## config.mk

```make
export PLATFORM = sky130hd
export DESIGN_NAME = uart_row_decoder_flat
export DESIGN_NICKNAME = d
export VERILOG_FILES = /design/src/rtl/led_row_pkg.sv /design/src/rtl/uart_row_decoder_if.sv /design/src/rtl/uart_row_decoder.sv /design/src/flat_wrapper.sv
export SDC_FILE = /design/constraint.sdc
export NUM_CORES = 1
export LEC_CHECK = 0
export ABC_AREA = 1
export BUFFER_PORTS_ARGS = -buffer_cell sky130_fd_sc_hd__buf_2
export CELL_PAD_IN_SITES_DETAIL_PLACEMENT = 1
export CELL_PAD_IN_SITES_GLOBAL_PLACEMENT = 2
export CORE_MARGIN = 2
export CORE_UTILIZATION = 30
export DETAILED_ROUTE_END_ITERATION = 8
export PLACE_DENSITY = 0.8
export SLEW_MARGIN = 20
export SYNTH_ARGS = -nofsm -noshare
export SYNTH_HDL_FRONTEND = slang
export SYNTH_SLANG_ARGS = --single-unit
```

## constraint.sdc

```tcl
create_clock -name clk_in -period 1.2 [get_ports clk_in]
set_input_delay 0.12 -clock clk_in [delete_from_list [all_inputs] [get_ports clk_in]]
set_output_delay 0.12 -clock clk_in [all_outputs]
set_load 0.05 [all_outputs]
```

## src/rtl/led_row_pkg.sv

```systemverilog
// Shared types and constants for the UART row-load decoder: FSM states,
// the row-load command byte and the default geometry of a framebuffer row.
package led_row_pkg;

    typedef enum logic [1:0] {
        ST_IDLE,
        ST_ROW,
        ST_PIXEL,
        ST_DISCARD
    } row_dec_state_t;

    localparam logic [7:0] CMD_ROW_LOAD = 8'h4C;

    localparam int DEF_PIXEL_WIDTH     = 64;
    localparam int DEF_PIXEL_HEIGHT    = 32;
    localparam int DEF_BYTES_PER_PIXEL = 2;
    localparam int DEF_ROW_BYTES       = DEF_PIXEL_WIDTH * DEF_BYTES_PER_PIXEL;
    localparam int DEF_ADDR_W          = $clog2(DEF_PIXEL_HEIGHT) + $clog2(DEF_PIXEL_WIDTH);

    // Framebuffer address is {row, column}.
    function automatic int addr_w(input int width, input int height);
        return $clog2(height) + $clog2(width);
    endfunction

endpackage

```

## src/rtl/uart_row_decoder_if.sv

```systemverilog
// Byte-in / pixel-write-out bundle of the row decoder. The master side feeds
// UART bytes and consumes framebuffer writes; the slave side is the decoder.
interface uart_row_decoder_if #(
    parameter int PIXEL_WIDTH     = led_row_pkg::DEF_PIXEL_WIDTH,
    parameter int PIXEL_HEIGHT    = led_row_pkg::DEF_PIXEL_HEIGHT,
    parameter int BYTES_PER_PIXEL = led_row_pkg::DEF_BYTES_PER_PIXEL
);
    localparam int ADDR_W = led_row_pkg::addr_w(PIXEL_WIDTH, PIXEL_HEIGHT);
    localparam int WORD_W = 8 * BYTES_PER_PIXEL;

    logic [7:0]        rx_data;
    logic              rx_valid;
    logic              wr_en;
    logic [ADDR_W-1:0] wr_addr;
    logic [WORD_W-1:0] wr_data;
    logic              row_done;
    logic              busy;
    logic              err_pulse;

    modport master (
        output rx_data, rx_valid,
        input  wr_en, wr_addr, wr_data, row_done, busy, err_pulse
    );

    modport slave (
        input  rx_data, rx_valid,
        output wr_en, wr_addr, wr_data, row_done, busy, err_pulse
    );

endinterface

```

## src/rtl/uart_row_decoder.sv

```systemverilog
// Turns the UART byte stream "L <row> <pixel bytes...>" into one framebuffer
// write per pixel. Define ROW_DECODER_TIMEOUT_EN to abort rows stalled too long.
module uart_row_decoder
    import led_row_pkg::*;
#(
    parameter int PIXEL_WIDTH     = DEF_PIXEL_WIDTH,
    parameter int PIXEL_HEIGHT    = DEF_PIXEL_HEIGHT,
    parameter int BYTES_PER_PIXEL = DEF_BYTES_PER_PIXEL,
    parameter int TIMEOUT_TICKS   = 2000
) (
    input  logic                clk_in,
    input  logic                reset_n,
    uart_row_decoder_if.slave   bus
);

    localparam int ROW_W     = $clog2(PIXEL_HEIGHT);
    localparam int COL_W     = $clog2(PIXEL_WIDTH);
    localparam int BYTE_W    = (BYTES_PER_PIXEL > 1) ? $clog2(BYTES_PER_PIXEL) : 1;
    localparam int ROW_BYTES = PIXEL_WIDTH * BYTES_PER_PIXEL;
    localparam int DISC_W    = $clog2(ROW_BYTES);
    localparam int WORD_W    = 8 * BYTES_PER_PIXEL;

    localparam logic [COL_W-1:0]  LAST_COL  = COL_W'(PIXEL_WIDTH - 1);
    localparam logic [BYTE_W-1:0] LAST_BYTE = BYTE_W'(BYTES_PER_PIXEL - 1);
    localparam logic [DISC_W-1:0] LAST_DISC = DISC_W'(ROW_BYTES - 1);

    row_dec_state_t          state_q, state_d;
    logic [ROW_W-1:0]        row_q, row_d;
    logic [COL_W-1:0]        col_q, col_d;
    logic [BYTE_W-1:0]       byte_q, byte_d;
    logic [DISC_W-1:0]       disc_q, disc_d;
    logic [WORD_W-1:0]       shift_q, shift_d;
    logic [WORD_W+7:0]       shifted;
    logic                    wr_en_q, wr_en_d;
    logic                    row_done_q, row_done_d;
    logic                    err_q, err_d;
    logic [ROW_W+COL_W-1:0]  wr_addr_q, wr_addr_d;
    logic [WORD_W-1:0]       wr_data_q, wr_data_d;

`ifdef ROW_DECODER_TIMEOUT_EN
    localparam int IDLE_W = (TIMEOUT_TICKS > 1) ? $clog2(TIMEOUT_TICKS) : 1;
    logic [IDLE_W-1:0]       idle_q, idle_d;
`endif

    always_comb begin
        // NOTE: every next-state value gets a default before any branch, so no path infers a latch.
        state_d    = state_q;
        row_d      = row_q;
        col_d      = col_q;
        byte_d     = byte_q;
        disc_d     = disc_q;
        shift_d    = shift_q;
        wr_addr_d  = wr_addr_q;
        wr_data_d  = wr_data_q;
        wr_en_d    = 1'b0;
        row_done_d = 1'b0;
        err_d      = 1'b0;
        shifted    = {shift_q, bus.rx_data};

        if (bus.rx_valid) begin
            unique case (state_q)
                ST_IDLE: begin
                    if (bus.rx_data == CMD_ROW_LOAD) state_d = ST_ROW;
                end
                ST_ROW: begin
                    if (int'(bus.rx_data) < PIXEL_HEIGHT) begin
                        row_d   = ROW_W'(bus.rx_data);
                        col_d   = '0;
                        byte_d  = '0;
                        state_d = ST_PIXEL;
                    end else begin
                        err_d   = 1'b1;
                        disc_d  = '0;
                        state_d = ST_DISCARD;
                    end
                end
                ST_PIXEL: begin
                    shift_d = shifted[WORD_W-1:0];
                    if (byte_q == LAST_BYTE) begin
                        wr_en_d   = 1'b1;
                        wr_addr_d = {row_q, col_q};
                        wr_data_d = shift_d;
                        byte_d    = '0;
                        col_d     = col_q + 1'b1;
                        if (col_q == LAST_COL) begin
                            row_done_d = 1'b1;
                            col_d      = '0;
                            state_d    = ST_IDLE;
                        end
                    end else begin
                        byte_d = byte_q + 1'b1;
                    end
                end
                ST_DISCARD: begin
                    // A bad row still carries a full payload; swallow it so it is not parsed as commands.
                    if (disc_q == LAST_DISC) begin
                        disc_d  = '0;
                        state_d = ST_IDLE;
                    end else begin
                        disc_d = disc_q + 1'b1;
                    end
                end
                default: state_d = ST_IDLE;
            endcase
        end

`ifdef ROW_DECODER_TIMEOUT_EN
        idle_d = '0;
        if (state_q != ST_IDLE && !bus.rx_valid) begin
            if (idle_q == IDLE_W'(TIMEOUT_TICKS - 1)) begin
                state_d = ST_IDLE;
                col_d   = '0;
                byte_d  = '0;
                disc_d  = '0;
                err_d   = 1'b1;
            end else begin
                idle_d = idle_q + 1'b1;
            end
        end
`endif
    end

    always_ff @(posedge clk_in or negedge reset_n) begin
        if (!reset_n) begin
            // NOTE: the pixel shift register is a handful of flops, not a memory, so it is reset with the rest.
            state_q    <= ST_IDLE;
            row_q      <= '0;
            col_q      <= '0;
            byte_q     <= '0;
            disc_q     <= '0;
            shift_q    <= '0;
            wr_en_q    <= 1'b0;
            row_done_q <= 1'b0;
            err_q      <= 1'b0;
            wr_addr_q  <= '0;
            wr_data_q  <= '0;
        end else begin
            // NOTE: non-blocking updates so every register here sees pre-edge values of the others.
            state_q    <= state_d;
            row_q      <= row_d;
            col_q      <= col_d;
            byte_q     <= byte_d;
            disc_q     <= disc_d;
            shift_q    <= shift_d;
            wr_en_q    <= wr_en_d;
            row_done_q <= row_done_d;
            err_q      <= err_d;
            wr_addr_q  <= wr_addr_d;
            wr_data_q  <= wr_data_d;
        end
    end

`ifdef ROW_DECODER_TIMEOUT_EN
    always_ff @(posedge clk_in or negedge reset_n) begin
        if (!reset_n) idle_q <= '0;
        else          idle_q <= idle_d;
    end
`endif

    assign bus.wr_en     = wr_en_q;
    assign bus.wr_addr   = wr_addr_q;
    assign bus.wr_data   = wr_data_q;
    assign bus.row_done  = row_done_q;
    assign bus.err_pulse = err_q;
    assign bus.busy      = (state_q != ST_IDLE);

endmodule

```

## src/flat_wrapper.sv

```systemverilog
// flat-port wrapper written by rule: the top's interface ports become plain ports
module uart_row_decoder_flat import led_row_pkg::*;
#(
    parameter int PIXEL_WIDTH     = DEF_PIXEL_WIDTH,
    parameter int PIXEL_HEIGHT    = DEF_PIXEL_HEIGHT,
    parameter int BYTES_PER_PIXEL = DEF_BYTES_PER_PIXEL,
    parameter int TIMEOUT_TICKS   = 2000
)
  (clk_in, reset_n, bus_rx_data, bus_rx_valid, bus_wr_en, bus_wr_addr, bus_wr_data, bus_row_done, bus_busy, bus_err_pulse);
  uart_row_decoder_if #(.PIXEL_WIDTH(PIXEL_WIDTH), .PIXEL_HEIGHT(PIXEL_HEIGHT), .BYTES_PER_PIXEL(BYTES_PER_PIXEL)) bus_i ();
  input  logic clk_in;
  input  logic reset_n;
  input wire logic [$bits(bus_i.rx_data)-1:0] bus_rx_data;
  input wire logic [$bits(bus_i.rx_valid)-1:0] bus_rx_valid;
  output wire logic [$bits(bus_i.wr_en)-1:0] bus_wr_en;
  output wire logic [$bits(bus_i.wr_addr)-1:0] bus_wr_addr;
  output wire logic [$bits(bus_i.wr_data)-1:0] bus_wr_data;
  output wire logic [$bits(bus_i.row_done)-1:0] bus_row_done;
  output wire logic [$bits(bus_i.busy)-1:0] bus_busy;
  output wire logic [$bits(bus_i.err_pulse)-1:0] bus_err_pulse;
  assign bus_i.rx_data = bus_rx_data;
  assign bus_i.rx_valid = bus_rx_valid;
  assign bus_wr_en = bus_i.wr_en;
  assign bus_wr_addr = bus_i.wr_addr;
  assign bus_wr_data = bus_i.wr_data;
  assign bus_row_done = bus_i.row_done;
  assign bus_busy = bus_i.busy;
  assign bus_err_pulse = bus_i.err_pulse;
  uart_row_decoder #(.PIXEL_WIDTH(PIXEL_WIDTH), .PIXEL_HEIGHT(PIXEL_HEIGHT), .BYTES_PER_PIXEL(BYTES_PER_PIXEL), .TIMEOUT_TICKS(TIMEOUT_TICKS)) u_core (.clk_in(clk_in), .reset_n(reset_n), .bus(bus_i));
endmodule
```

==> run summary <==
The run gives 0.0198 ns as the post-route worst hold slack. The relative slew slack was 0.738; the floorplan core area was 8640 um^2. For this run, the number of Yosys warnings is 0.

TritonCTS created 9 clock buffers. The portion of total power attributed to the clock network came out at 0.208. Clock transition time at the flip-flop clock pins of the worst setup and hold paths: 0.07 ns. In the layout the commonest cells are sky130_fd_sc_hd__nand2_1, sky130_fd_sc_hd__dfrtp_1, sky130_fd_sc_hd__buf_2.

The worst path needs 1.33 ns of the cycle, external delays included. The net load switching power is 4.84 mW, and the placer congestion estimate is 0.768. In the final routed layout, each cell accounts on average for 14.6 um. CTS built an H-tree with a depth of 3. The logs give 4 for the number of iterations in the first detailed-routing pass and 0.561 for the sequential cell area fraction in the yosys report. The part of the power in registers came out at 0.304. The type of the worst setup path is flip-flop to flip-flop.

The part of the power in combinational logic is 0.488, and the height of the chip is 97.7 um. Setup repair after global routing could not meet its margin everywhere. The repair_antennas step left the layout with diodes totalling 0. The fraction of final layout cells sized beyond drive strength 1 was 0.515. The final reports fail on setup timing. The fraction of power spent switching nets was 0.447. The placed instance area came out at 3300 um^2. The run gives 2.02 nW as the leakage power. For flop-to-flop paths, the worst setup slack is -0.13 ns.

In this run, distinct cell masters in the synthesized netlist total 27. The tools report the setup slack of the critical path after layout as -0.131 ns. On the final layout, the worst clock skew is 0.00805 ns.

The count of nets left with antenna violations once routing finished came out at 0. The final hold violation count was 0. The floorplan step set the die width to 97.7 um. The fraction of the cycle the final worst path needs was 1.11; the area growth from synthesis to layout was 50.2%. STA classifies the critical path endpoint as a flip-flop.

The worst-case IR drop observed on VDD is 1.30 mV. The tools report the global-route wire length before repair as 12.1 mm. Across the run, the number of max-cap violations was 0. The via count of the first global-routing pass is 2414, and the total number of vias is 2322.

Along the worst path, the maximum fanout reaches 6. The most frequent standard cell in the layout excluding fill and tap cells was sky130_fd_sc_hd__nand2_1. The tools report the required time of the worst setup path as 1.44 ns.

For the cell row count, the log shows 34. In this run the cell area of the synthesized design comes to 2630 um^2. Starting density of the core: 0.305. The summed area of non-filler cells in the final layout is 3960 um^2, and the final routed wirelength across all metal layers is 7.43 mm.

The wire-length estimate of the detail-placed layout is 4.94 mm. The logs give 408 for the final-stage net count and 1.57 ns for the arrival time reported for the critical path endpoint. Buffers placed on the I/O ports in this run total 41.

The areal power density over the cells came out at 2740 nW/um^2. For this run, design rule violations remaining after detail routing come to 0. The largest net degree at the start of global routing was 28. In this run the mean area of a mapped cell was 8.96 um^2.

For the pin with the worst max-slew slack, the measured transition is 0.393 ns. The initial antenna violation count is 0, and the number of vias per cell is 4.57. After technology mapping, the gate count stands at 294. Later-pin clock latency in the skew report: 0.35 ns. The flow ran to the end, but the final reports show violations.

Adding up every negative setup slack in the final design gives -3.44 ns. The count of pins on the block boundary was 42. Internal power comes to 5.99 mW.

Setup violations remaining at the end of the flow were counted as 50. The logs give 751 MHz for the maximum clock frequency and 0 for the aggregate global routing overflow. Area enclosed by the die boundary: 9540 um^2. Final number of max-transition violations: 0. The post-synth net total was 307; the number of synthesized register bits was 59. TritonCTS built the clock tree.

The tools report the number of buffers on the longest clock path as 2. The clock tree root buffer cell was sky130_fd_sc_hd__clkbuf_8. Overall routing resource usage: 0.162. The number of DRC violations after detailed-routing iteration 0 was 74; the clock net sink count was 59. The worst hold path class is input port to flip-flop.

The tools report the element type at the critical path start as a flip-flop.
## Yosys cell counts (all sizes together)
cell	instances	area share
nand2	108	0.16
dfrtp	59	0.56
o21ai	38	0.096
inv	31	0.045
nor2	20	0.041
nand3	9	0.017
buf	6	0.024
a21oi	4	0.0076
nand4	4	0.0095
nor3	4	0.0076
ha	2	0.0095
xnor2	2	0.0067
xor2	2	0.0067
a31oi	1	0.0024
clkbuf	1	0.0014
clkinv	1	0.0014
nand3b	1	0.0029
nor3b	1	0.0029
## power by group through the flow
stage | clock (mW) | sequential [mW] | combinational, mW
final | 2.25 | 3.29 | 5.28
after global routing | 2.38 | 3.40 | 5.70
after CTS | 2.29 | 3.26 | 5.10
after detailed placement | 0 | 3.24 | 4.48
after global placement | 0 | 3.20 | 4.39
after floorplan | 0 | 4.66 | 1.69
## final cells by class
cell class | count | area [um^2]
multi-input cells | 198 | 1260
flip-flops and latches | 59 | 1480
fillers | 1016 | 4680
clock buffers | 11 | 141
repair buffers | 95 | 711
inverters | 32 | 128
well taps | 108 | 135
clock inverters | 5 | 100
## through the flow
| stage | setup slack, ns | util | instances | power [mW] |
|---|---|---|---|---|
| 3_3_place_gp | -0.119 | 0.382 | 478 | 7.59 |
| 2_1_floorplan | -0.0369 | - | 294 | 6.36 |
| 6_report | -0.131 | 0.458 | 508 | 10.8 |
| 4_1_cts | -0.101 | 0.443 | 502 | 10.7 |
| 3_5_place_dp | -0.208 | 0.382 | 478 | 7.73 |
| 5_1_grt | -0.204 | 0.458 | 508 | 11.5 |
## kinds of logic after synthesis
family,share of synthesized area
AND/OR/NAND/NOR,0.238
flip-flops,0.561
adder cells (fa/ha/maj),0.00950
buffers and inverters,0.0722
AO/OA/AOI/OAI,0.106
XOR/XNOR,0.0133
## registers in the layout, indices dropped and copies added, names as in the netlist
name and flops:
u_core.bus.err_pulse 1, u_core.bus.wr_en 1, u_core.shift_q 8, u_core.row_q 5, u_core.state_q 2, u_core.bus.wr_addr 11, u_core.byte_q 1, u_core.disc_q 7
u_core.col_q 6, u_core.bus.row_done 1, u_core.bus.wr_data 16
## metal layers
layer / GRT usage / vias to the layer above / part of all wire
met3: 0.0345 / 14 / 0.040
met1: 0.211 / 1124 / 0.43
met5: 0 / - / 0
met4: 0.0791 / 0 / 0.021
li1: - / 1135 / -
met2: 0.255 / 49 / 0.50
## what timing repair did
action                                 in CTS  in global routing
endpoints found under the hold margin      12                  0
hold buffers                                1                  0
setup buffers                               6                  5
resized for setup                          80                 23
cloned                                      2                  1
pin swaps                                   9                 11
setup endpoints to repair                  50                 56
## critical path: stages (launching register included)
cell	delay (ns)
sky130_fd_sc_hd__dfrtp_2	0.47
sky130_fd_sc_hd__nor2_4	0.15
sky130_fd_sc_hd__buf_6	0.14
sky130_fd_sc_hd__buf_4	0.11
sky130_fd_sc_hd__o21ai_2	0.06
sky130_fd_sc_hd__buf_4	0.13
sky130_fd_sc_hd__nand4_1	0.10
sky130_fd_sc_hd__nand2_1	0.06
## final timing paths
path | startpoint | endpoint | cells past startpoint
max | u_core.state_q[0]$_DFFE_PN0P_ | u_core.state_q[0]$_DFFE_PN0P_ | 7
min | bus_rx_data[4] | u_core.row_q[4]$_DFFE_PN0P_ | 3
max reg2reg | u_core.state_q[0]$_DFFE_PN0P_ | u_core.state_q[0]$_DFFE_PN0P_ | 7
min reg2reg | u_core.shift_q[1]$_DFFE_PN0N_ | u_core.bus.wr_data[9]$_DFFE_PN0P_ | 2
max in group asynchronous | reset_n | u_core.state_q[0]$_DFFE_PN0P_ | 3
min in group asynchronous | reset_n | u_core.bus.wr_data[3]$_DFFE_PN0P_ | 2
(Power assumes the default switching activity.)
